`src/rtl/alu_cmd_sequencer.sv`:
```
// alu_cmd_sequencer: buffers host ALU commands, issues them one at a time, collects results or timeouts into a response FIFO. Optional stats counters with `define ALU_SEQ_STATS_EN.
module alu_cmd_sequencer #(
    parameter int CMD_DEPTH = 4,
    parameter int RSP_DEPTH = 4,
    parameter int TIMEOUT   = 8
) (
    input  logic        i_clk,
    input  logic        i_rst,
    input  logic        i_cmd_valid,
    output logic        o_cmd_ready,
    input  logic [2:0]  i_cmd_inst,
    input  logic [11:0] i_cmd_a,
    input  logic [11:0] i_cmd_b,
    output logic        o_alu_valid,
    output logic [2:0]  o_alu_inst,
    output logic [11:0] o_alu_data_a,
    output logic [11:0] o_alu_data_b,
    input  logic        i_alu_valid,
    input  logic [11:0] i_alu_data,
    input  logic        i_alu_overflow,
    output logic        o_rsp_valid,
    input  logic        i_rsp_ready,
    output logic [11:0] o_rsp_data,
    output logic        o_rsp_overflow,
    output logic        o_rsp_timeout,
    output logic        o_busy
`ifdef ALU_SEQ_STATS_EN
    ,
    output logic [15:0] o_stat_issued,
    output logic [15:0] o_stat_overflow,
    output logic [15:0] o_stat_timeout
`endif
);
    localparam int CW = $clog2(CMD_DEPTH);
    localparam int RW = $clog2(RSP_DEPTH);
    localparam int TW = $clog2(TIMEOUT + 1);

    typedef enum logic [1:0] {S_IDLE, S_ISSUE, S_WAIT} state_t;

    state_t        r_state, w_next;
    logic [26:0]   r_cmd_mem [CMD_DEPTH];
    logic [CW-1:0] r_cmd_wr, r_cmd_rd;
    logic [CW:0]   r_cmd_cnt;
    logic [13:0]   r_rsp_mem [RSP_DEPTH];
    logic [RW-1:0] r_rsp_wr, r_rsp_rd;
    logic [RW:0]   r_rsp_cnt;
    logic [TW-1:0] r_cnt;
    logic          w_cmd_push, w_cmd_pop, w_cmd_full, w_cmd_empty;
    logic          w_rsp_push, w_rsp_pop, w_rsp_full;
    logic [13:0]   w_rsp_din, w_rsp_head;
    logic          w_to;

    assign w_cmd_full   = r_cmd_cnt == (CW+1)'(CMD_DEPTH);
    assign w_cmd_empty  = r_cmd_cnt == '0;
    assign w_rsp_full   = r_rsp_cnt == (RW+1)'(RSP_DEPTH);
    assign o_cmd_ready  = !w_cmd_full;
    assign w_cmd_push   = i_cmd_valid && !w_cmd_full;
    assign o_rsp_valid  = r_rsp_cnt != '0;
    assign w_rsp_pop    = o_rsp_valid && i_rsp_ready;
    assign w_rsp_head   = o_rsp_valid ? r_rsp_mem[r_rsp_rd] : '0;
    assign o_rsp_data     = w_rsp_head[13:2];
    assign o_rsp_overflow = w_rsp_head[1];
    assign o_rsp_timeout  = w_rsp_head[0];
    assign o_busy       = r_state != S_IDLE || !w_cmd_empty;
    assign w_to         = r_cnt == TW'(TIMEOUT - 1);

    // Command FIFO: push from host, pop on ISSUE; full refuses push even while popping
    always_ff @(posedge i_clk) begin
        if (i_rst) begin
            r_cmd_wr  <= '0;
            r_cmd_rd  <= '0;
            r_cmd_cnt <= '0;
        end else begin
            if (w_cmd_push) begin
                r_cmd_mem[r_cmd_wr] <= {i_cmd_inst, i_cmd_a, i_cmd_b};
                r_cmd_wr            <= r_cmd_wr + CW'(1);
            end
            if (w_cmd_pop) r_cmd_rd <= r_cmd_rd + CW'(1);
            r_cmd_cnt <= r_cmd_cnt + (CW+1)'(w_cmd_push) - (CW+1)'(w_cmd_pop);
        end
    end

    // Response FIFO: space is reserved before issue, so a push never meets a full FIFO
    always_ff @(posedge i_clk) begin
        if (i_rst) begin
            r_rsp_wr  <= '0;
            r_rsp_rd  <= '0;
            r_rsp_cnt <= '0;
        end else begin
            if (w_rsp_push) begin
                r_rsp_mem[r_rsp_wr] <= w_rsp_din;
                r_rsp_wr            <= r_rsp_wr + RW'(1);
            end
            if (w_rsp_pop) r_rsp_rd <= r_rsp_rd + RW'(1);
            r_rsp_cnt <= r_rsp_cnt + (RW+1)'(w_rsp_push) - (RW+1)'(w_rsp_pop);
        end
    end

    // State register
    always_ff @(posedge i_clk) begin
        r_state <= i_rst ? S_IDLE : w_next;
    end

    // WAIT cycle counter, cleared on ISSUE
    always_ff @(posedge i_clk) begin
        if (i_rst || r_state == S_ISSUE) r_cnt <= '0;
        else if (r_state == S_WAIT) r_cnt <= r_cnt + TW'(1);
    end

    // Next state, ALU issue and response push; a result in the timeout cycle wins
    always_comb begin
        w_next       = r_state;
        w_cmd_pop    = 1'b0;
        w_rsp_push   = 1'b0;
        w_rsp_din    = '0;
        o_alu_valid  = 1'b0;
        o_alu_inst   = '0;
        o_alu_data_a = '0;
        o_alu_data_b = '0;
        case (r_state)
            S_IDLE: w_next = (!w_cmd_empty && !w_rsp_full) ? S_ISSUE : S_IDLE;
            S_ISSUE: begin
                w_cmd_pop = 1'b1;
                o_alu_valid = 1'b1;
                {o_alu_inst, o_alu_data_a, o_alu_data_b} = r_cmd_mem[r_cmd_rd];
                w_next = S_WAIT;
            end
            S_WAIT: begin
                w_rsp_push = i_alu_valid || w_to;
                w_rsp_din = i_alu_valid ? {i_alu_data, i_alu_overflow, 1'b0} : 14'h0001;
                w_next = w_rsp_push ? S_IDLE : S_WAIT;
            end
            default: w_next = S_IDLE;
        endcase
    end

`ifdef ALU_SEQ_STATS_EN
    logic [15:0] r_stat_issued, r_stat_overflow, r_stat_timeout;

    assign o_stat_issued   = r_stat_issued;
    assign o_stat_overflow = r_stat_overflow;
    assign o_stat_timeout  = r_stat_timeout;

    // Saturating event counters
    always_ff @(posedge i_clk) begin
        if (i_rst) begin
            r_stat_issued   <= '0;
            r_stat_overflow <= '0;
            r_stat_timeout  <= '0;
        end else begin
            if (o_alu_valid && r_stat_issued != 16'hFFFF) r_stat_issued <= r_stat_issued + 16'd1;
            if (w_rsp_push && w_rsp_din[1] && r_stat_overflow != 16'hFFFF) r_stat_overflow <= r_stat_overflow + 16'd1;
            if (w_rsp_push && w_rsp_din[0] && r_stat_timeout != 16'hFFFF) r_stat_timeout <= r_stat_timeout + 16'd1;
        end
    end
`endif
endmodule

```
`config.mk`:
```
export PLATFORM = sky130hd
export DESIGN_NAME = alu_cmd_sequencer
export DESIGN_NICKNAME = d
export VERILOG_FILES = /design/src/rtl/alu_cmd_sequencer.sv
export SDC_FILE = /design/constraint.sdc
export NUM_CORES = 1
export LEC_CHECK = 0
export BUFFER_PORTS_ARGS = -buffer_cell sky130_fd_sc_hd__buf_2
export CAP_MARGIN = 40
export CORE_UTILIZATION = 40
export DETAILED_ROUTE_END_ITERATION = 7
export GPL_TIMING_DRIVEN = 0
export PLACE_DENSITY_LB_ADDON = 0.25
export SLEW_MARGIN = 40
export SYNTH_ARGS = -nofsm -noshare
export SYNTH_HDL_FRONTEND = slang
export SYNTH_SLANG_ARGS = --single-unit
```
`constraint.sdc`:
```
create_clock -name i_clk -period 7.12 [get_ports i_clk]
set_input_delay 0.712 -clock i_clk [delete_from_list [all_inputs] [get_ports i_clk]]
set_output_delay 0.712 -clock i_clk [all_outputs]
set_load 0.05 [all_outputs]
```
## Word level (Yosys, flattened, before mapping)

Memories as Yosys holds them, arrays and structs flattened. A register that Yosys moved wholly into a read port is not among the register bits.
Index checks and enable logic that the tools add are counted.
Widths: inputs -> output; s select.

- Memories kept: 2
- Bits in registers: 20
- RAM bits: 164
- Bits of input ports: 45
- Output and inout port bits: 45
- Word-level logic and storage cells: 58

Memories:

| memory | depth | width | rd ports | clocked after Yosys merged registers in | write ports | RTL line | source |
|---|---|---|---|---|---|---|---|
| r_cmd_mem | 4 | 27 | 1 | 1 | 1 | 41 | `logic [26:0] r_cmd_mem [CMD_DEPTH];` |
| r_rsp_mem | 4 | 14 | 1 | 1 | 1 | 44 | `logic [13:0] r_rsp_mem [RSP_DEPTH];` |

- $add $sub $neg: 9
- Muxes and demuxes: 21
- Reductions and logical operators: 13
- Equal/unequal tests: 5

Operator list:

| kind | count |
|---|---|
| $mux 14 | 3 |
| $mux 12 | 2 |
| $mux 2 | 5 |
| $mux 1 | 9 |
| $add 2x1->2 const B | 4 |
| $add 3x1->3 | 2 |
| $eq 3x3->1 const B | 2 |
| $pmux 2 s3 | 1 |
| $sub 3x1->3 | 2 |
| $add 4x1->4 const B | 1 |
| $eq 4x3->1 const B | 1 |
| $logic_and 1x1->1 | 3 |
| $logic_not 1->1 | 3 |
| $logic_not 3->1 | 1 |
| $logic_or 1x1->1 | 3 |
| $mux 3 | 1 |
| $reduce_bool 3->1 | 1 |
| $eq 2x1->1 const B | 1 |
| $eq 2x2->1 const B | 1 |
| $logic_not 2->1 | 1 |
| $reduce_bool 2->1 | 1 |

## Depth between registers and ports, before layout

Gate-level depths: netlist of the first run.

- Word-level depth: 6
- Gate-level depth with buffers: 11
- Gate-level depth less buffers: 10

## Worst setup path after synthesis of the first run

Ideal clock, no wire load.

- Kind: input-to-reg
- Start: input i_alu_valid
- End: memory r_rsp_mem[1][0], enable pin
- Stages on the path: 3
- Arrival: 2.268 ns
- Setup slack: 4.446 ns
- Buffers on the path: 1
- Cell sequence: clkbuf_1 -> o21ai_1 -> nor3b_1

- Cells in the longest elaborated chain, start to end: 5

RTL lines:

| item | RTL line | source |
|---|---|---|
| start, declared | 18 | `input logic i_alu_valid,` |
| $logic_or 1x1->1 | 129 | `w_rsp_push = i_alu_valid \|\| w_to;` |
| $mux 1 | 120 | `case (r_state)` |
| $mux 1 | 90 | `if (w_rsp_push) begin` |
| $mux 1 | 85 | `if (i_rst) begin` |
| $mux 1 (implied by the code) | 91 | `r_rsp_mem[r_rsp_wr] <= w_rsp_din;` |
| end, declared | 44 |  |

No other way between the ends.

## Final worst setup path of the first run

- Start: register r_rsp_cnt[1]
- End: output o_rsp_data[3]

- Cells in the longest elaborated chain, start to end: 2

RTL lines:

| item | RTL line | source |
|---|---|---|
| start, declared | 46 | `logic [RW:0] r_rsp_cnt;` |
| start signal, assigned | 95 | `r_rsp_cnt <= r_rsp_cnt + (RW+1)'(w_rsp_push) - (RW+1)'(w_rsp_pop);` |
| $reduce_bool 3->1 | 58 | `assign o_rsp_valid = r_rsp_cnt != '0;` |
| $mux 14 | 60 | `assign w_rsp_head = o_rsp_valid ? r_rsp_mem[r_rsp_rd] : '0;` |
| end, declared | 23 | `output logic [11:0] o_rsp_data,` |

No other way between the ends.

==> results.yml, run 1 <==
status:
  status: "finished clean"
synthesis:
  yosysSeqAreaShare_pct: 71.0
  syn_nets: 479
  synthSimpleGateAreaFrac_pct: 9.17
  synthAdderAreaFrac_pct: 2.66
  synth-edff-count: 164
  synthArstFlopShare_pct: 0
  ys_warn_count: 0
  synth_seq_cells: 188
  synth_top_area_share_pct: 64.7
  yosysUniqueCellTypes: 42
  synth_area_sq_um: 7610
  synth_top_family_by_area: "multiplexers"
  synth_compound_area_share_pct: 1.13
  synth.avg_cell_area_sq_um: 18.2
  synthTopCellsByArea: "edfxtp_1 65%, mux4_2 12%, dfxtp_1 6.3%, nor2b_1 3.0%, ha_1 2.1%"
  yosysTopAreaCell: "edfxtp_1"
  synth-main-ff-cell: "edfxtp_1"
  syn_inst: 419
  synth_xor_area_share_pct: 0.806
  synth_mux_area_share_pct: 12.7
critical_path:
  cpMaxStageDelayCell: "nor3_2"
  path_max_fanout: 10
  crit_buf_inv: 2
  critPathCaptureType: "output port"
  crit_required_ns: 6.41
  worstSetupPathType: "reg2out"
  r2r-start: "r_cnt[0]"
  start_kind: "register"
  worstPathCellList: "nor3_2 > clkbuf_1 > and2b_1 > buf_2"
  cp_top_family: "simple AND/OR/NAND/NOR gates"
  cp-startpoint: "r_rsp_cnt[1]"
  worstPathArrival_ns: 2.14
  cpPeakStageDelay_ns: 0.55
layout:
  finalNetCount: 594
  syn2layout_area_growth_pct: 18.1
  drive_gt1_share_pct: 34.6
  final_cell_count_no_fill: 781
  diodes: 0
  fill_cells: 1611
pwr:
  p_clk_share_pct: 26.7
  switching_share_pct: 35.4
  power_uw: 3360
  internal-power_uw: 2170
  power_frac_seq_pct: 39.3
  power_switching_uw: 1190
  p_per_area_nw_per_um2: 374
  leakagePower_uw: 0.00323
  p_comb_share_pct: 34.0
  ir_drop_v: 0.000198
timing:
  fin_ws_ns: 4.27
  fmax_mhz: 351
  rsz0062_at_grt: "no"
  finalSetupViolCount: 0
  min_period_over_period_pct: 40.0
  period_needed_ns: 2.85
  slew_viol_final: 0
  finalHoldViolCount: 0
  slew_headroom_pct: 45.5
  worst_pin_slew_ns: 0.817
  setup_tns_ns: 0
  skew_ns: 0.00947
clocking:
  cts_setup_buffers: 0
  cts_max_level: 4
  cts.repair.resized: 0
  clk_latency_ns: 0.43
  clk_path_buf_depth: 2
  cts_tree: "built"
  cts_buffers: 17
  hold_buffers: 0
  cts_sinks: 188
  root_buffer: "clkbuf_16"
  clkTransAtPathRegs_ns: 0.07
global_routing:
  grt_pass1_wl_microns: 22700
  antenna_found_initial: 2
  grt_overflow: 0
  grt_pass1_vias: 4238
  grtUsageTotal_pct: 15.7
  grt_max_degree: 28
placement:
  pre_cts_ws_ns: 4.25
  gp_congestion: 0.737
  dp_hpwl_microns: 9390
  dp_cells: 749
  port_buffers: 88
hold_path:
  min_path_type: "reg2reg"
  hold_start: "r_rsp_rd[1]"
route:
  postRouteAntennaNets: 0
  wirelength_microns: 14300
  vias_per_cell: 5.06
  wl_per_cell_microns: 18.3
  drc: 0
  drt_iter0_drc: 184
  vias: 3955
  dr.pass1.iters: 4
floorplan:
  fp.coreArea_sq_um: 18700
  std_cell_rows: 50
  chipWidth_microns: 140
  start_util_pct: 40.7
  io_pins: 90
  dieArea_sq_um: 19600
  fp.dieH_microns: 140
job:
  max-cap-violations: 0
sequential cells by signal, indices dropped and copies added (netlist names), named ones only:
signal / count
r_cmd_mem: 108
r_rsp_mem: 56
r_cnt: 4
r_cmd_cnt: 3
r_rsp_cnt: 3
r_cmd_rd: 2
r_cmd_wr: 2
r_rsp_rd: 2
r_rsp_wr: 2
r_state: 2
synth_stat cells (all sizes together) (2+ instances only):
| library cell | count |
|---|---|
| edfxtp | 164 |
| mux4 | 41 |
| nor2b | 37 |
| dfxtp | 24 |
| and3 | 19 |
| inv | 15 |
| clkbuf | 13 |
| ha | 13 |
| nor2 | 12 |
| buf | 11 |
| and2b | 9 |
| nor3b | 7 |
| a21oi | 6 |
| nand2 | 6 |
| nand2b | 4 |
| xnor2 | 4 |
| mux2i | 3 |
| nand3b | 3 |
| o311ai | 3 |
| xor2 | 3 |
| a31oi | 2 |
| fa | 2 |
| nand4 | 2 |
| nor3 | 2 |
| nor4bb | 2 |
| o21ai | 2 |
| or3b | 2 |
power by group through the flow:
stage	clock network [uW]	registers (uW)	logic (uW)
after floorplan	0	1330	907
after global placement	0	1340	1140
after detailed placement	0	1350	1160
after CTS	922	1320	1170
after global routing	961	1330	1230
final	900	1320	1140
layout make-up:
cell class | count | area, sq um | area share (%)
Sequential cell | 188 | 5410 | 60.1
Clock inverter | 11 | 114 | 1.27
Buffer | 24 | 131 | 1.46
Multi-Input combinational cell | 192 | 2040 | 22.7
Tap cell | 234 | 293 | 3.26
Inverter | 15 | 56.3 | 0.626
Clock buffer | 21 | 450 | 5.01
Timing Repair Buffer | 96 | 495 | 5.51
metal layers:
metal / track usage, % / routed length [microns] / vias to the layer above / share of wire [%]
li1: - / - / 1846 / -
met1: 18.5 / 5950 / 1992 / 42
met2: 27.4 / 7390 / 98 / 52
met3: 4.96 / 808 / 17 / 5.6
met4: 5.03 / 151 / 2 / 1.1
met5: 0 / 12 / - / 0.084
cells by family after synthesis:
| group | after synthesis |
|---|---|
| flops | 188 |
| simple gates | 111 |
| mux | 45 |
| buf+inv | 39 |
| fa+ha+maj | 15 |
| compound gates | 14 |
| xor+xnor | 7 |
stage by stage:
stage               util [%]  cell area [sq um]  hold WS [ns]
detailed placement      45.0               8420         0.493
finish                  48.0               8990         0.491
CTS                     48.0               8990         0.475
global placement        44.6               8340         0.472
global route            48.0               8990         0.479
floorplan                  -               7610         0.459
worst reg2reg max path: cells and delay by family, from the launching register on:
| kind | cells | cell delay (ns) |
|---|---|---|
| AND/OR/NAND/NOR | 2 | 0.22 |
| XOR/XNOR | 2 | 0.32 |
| flip-flops | 1 | 0.33 |
| adder cells (fa/ha/maj) | 4 | 1.02 |
| buffers and inverters | 2 | 0.19 |
| AO/OA/AOI/OAI | 1 | 0.47 |
placed cells by master (no fill, tap or decap), types with 4 or more instances in the layout:
master / n
nor2_1: 12
clkbuf_16: 17
and3_2: 4
nor2b_1: 37
a21oi_1: 6
ha_1: 13
mux4_2: 41
and2b_1: 9
buf_6: 4
clkbuf_1: 15
nor3b_2: 4
buf_2: 95
xnor2_1: 4
clkinv_4: 4
buf_4: 7
nand2_1: 6
inv_1: 15
edfxtp_1: 164
and3_1: 15
nand2b_1: 4
dfxtp_1: 24
path summary, 6_finish.rpt:
kind / to / depth (start not counted) / slack, ns
worst max-delay path: o_rsp_data[3] / 4 / 4.27
worst min-delay path: register / 2 / 0.49
worst max register to register: r_rsp_cnt[2] / 11 / 4.44
worst min register to register: register / 2 / 0.49
(Power assumes the default switching activity.)
==> run 2, diff against run 1 <==
==> constraint.sdc (replaced) <==
create_clock -name i_clk -period 2.6 [get_ports i_clk]
set_input_delay 0.26 -clock i_clk [delete_from_list [all_inputs] [get_ports i_clk]]
set_output_delay 0.26 -clock i_clk [all_outputs]
set_load 0.05 [all_outputs]
==> results.yml, run 2 (same netlist as run 1, synthesis figures left out) <==
global_routing:
  grtUsageTotal_pct: 15.7
  grt_overflow: 0
  antenna_found_initial: 2
  grt_pass1_vias: 4238
  grt_pass1_wl_microns: 22700
  grt_max_degree: 28
critical_path:
  worstPathArrival_ns: 2.74
  cp-startpoint: "r_cnt[0]"
  start_kind: "register"
  r2r-end: "r_rsp_cnt[2]"
  crit_required_ns: 2.89
  reg2reg_slack_ns: 0.16
  rr_worst_depth: 10
  r2r-start: "r_cnt[0]"
  path_max_fanout: 5
  worstSetupPathType: "reg2reg"
  critPathCaptureType: "register"
  cp-endpoint: "r_rsp_cnt[2]"
clocking:
  hold_buffers: 0
  cts_setup_buffers: 0
  cts_buffers: 17
  cts_max_level: 4
  root_buffer: "clkbuf_16"
  clkTransAtPathRegs_ns: 0.07
  clk_path_buf_depth: 2
  cts_tree: "built"
  cts_sinks: 188
  clk_latency_ns: 0.43
layout:
  diodes: 0
  multiInputGateArea_sq_um: 2050
  post-route-cell-area_sq_um: 8990
  finalNetCount: 593
  final_common_cell: "edfxtp_1"
  most-common-layout-cells: "164 x edfxtp_1, 96 x buf_2, 41 x mux4_2"
  drive_gt1_share_pct: 35.0
  syn2layout_area_growth_pct: 18.1
  largest_register_ffs: 108
  top_register: "r_cmd_mem"
  fill_cells: 1607
  regArea_sq_um: 5410
  reg_top3: "r_cmd_mem x108, r_rsp_mem x56, r_cnt x4"
status:
  status: "finished clean"
timing:
  finalSetupViolCount: 0
  min_period_over_period_pct: 93.9
  worst_hold_slack_ns: 0.0444
  worst_pin_slew_ns: 0.818
  finalHoldViolCount: 0
  rsz0062_at_grt: "no"
  slew_viol_final: 0
  period_needed_ns: 2.44
  slew_headroom_pct: 45.5
  fmax_mhz: 410
  skew_ns: 0.00951
hold_path:
  holdPathStages: 1
  min_path_type: "in2reg"
  hold_start: "i_cmd_a[8]"
placement:
  port_buffers: 88
  dp_hpwl_microns: 9390
  gp_congestion: 0.737
  placed_area_sq_um: 8420
job:
  max-cap-violations: 0
route:
  postRouteAntennaNets: 0
  wl_per_cell_microns: 18.3
  drt_iter0_drc: 170
  vias: 3947
  dr.pass1.iters: 4
  drc: 0
  wirelength_microns: 14300
  vias_per_cell: 5.06
pwr:
  ir_drop_v: 0.000543
  power_uw: 9210
  leakagePower_uw: 0.00323
  p_per_area_nw_per_um2: 1030
floorplan:
  io_pins: 90
  std_cell_rows: 50
  start_util_pct: 40.7
  fp.coreArea_sq_um: 18700
  dieArea_sq_um: 19600
  fp.dieH_microns: 140
  chipWidth_microns: 140
## run 2: cell types whose count changed in the layout (fill, tap and decap cells not counted), sizes merged
cell    before  now
buf        107  108
clkbuf      34   32
## run 2: metrics by stage
step | std cells | setup TNS, ns | setup slack [ns] | util (%)
6_report | 780 | 0 | 0.159 | 48.1
3_5_place_dp | 749 | -0.235 | -0.115 | 45.0
3_3_place_gp | 741 | -51.79 | -0.932 | 44.6
2_1_floorplan | 419 | 0 | 0.0889 | -
4_1_cts | 781 | 0 | 0.0313 | 48.1
5_1_grt | 780 | 0 | 0.00133 | 48.1
## run 2: worst max-delay path: stages, from the launching register on
cell and delay [ns]:
dfxtp_1 0.37, ha_1 0.20, and3b_1 0.29, o21ai_2 0.15, ha_1 0.32, inv_1 0.04
ha_1 0.19, fa_1 0.38, xnor2_1 0.18, xnor2_1 0.14, nor2_1 0.05
## run 2: how the worst min path moves through the flow
stage                                  end  slack [ns]
after floorplan            r_cmd_mem[0][0]        0.36
after global routing      r_cmd_mem[1][25]        0.03
final                     r_cmd_mem[1][20]        0.04
after CTS                 r_cmd_mem[1][20]        0.02
after global placement    r_cmd_mem[0][12]        0.47
after detailed placement  r_cmd_mem[2][20]        0.48
## run 2: final cells by class
cell class	instances	share of cell area, %
repair buffers	96	5.51
inverters	15	0.626
well taps	234	3.26
clock buffers	21	5.01
plain buffers	23	1.43
clock inverters	11	1.27
multi-input cells	192	22.8
flip-flops and latches	188	60.1
## run 2: layer usage
| layer | vias up | GRT usage [%] | part of all wire [%] |
|---|---|---|---|
| met5 | - | 0 | 0.084 |
| met4 | 2 | 5.03 | 1.1 |
| met3 | 17 | 4.96 | 5.8 |
| met2 | 103 | 27.4 | 52 |
| met1 | 1985 | 18.5 | 41 |
| li1 | 1840 | - | - |
## run 2: repair_timing
action                                  in CTS  in global routing
endpoints found under the setup margin       3                  2
gates resized for setup                      2                  1
cloned                                       0                  0
## run 2: power breakdown
part           total (uW)  internal, uW  switching [uW]
combinational        3130          1080            2050
clock                2460          1360            1100
sequential           3620          3510             108
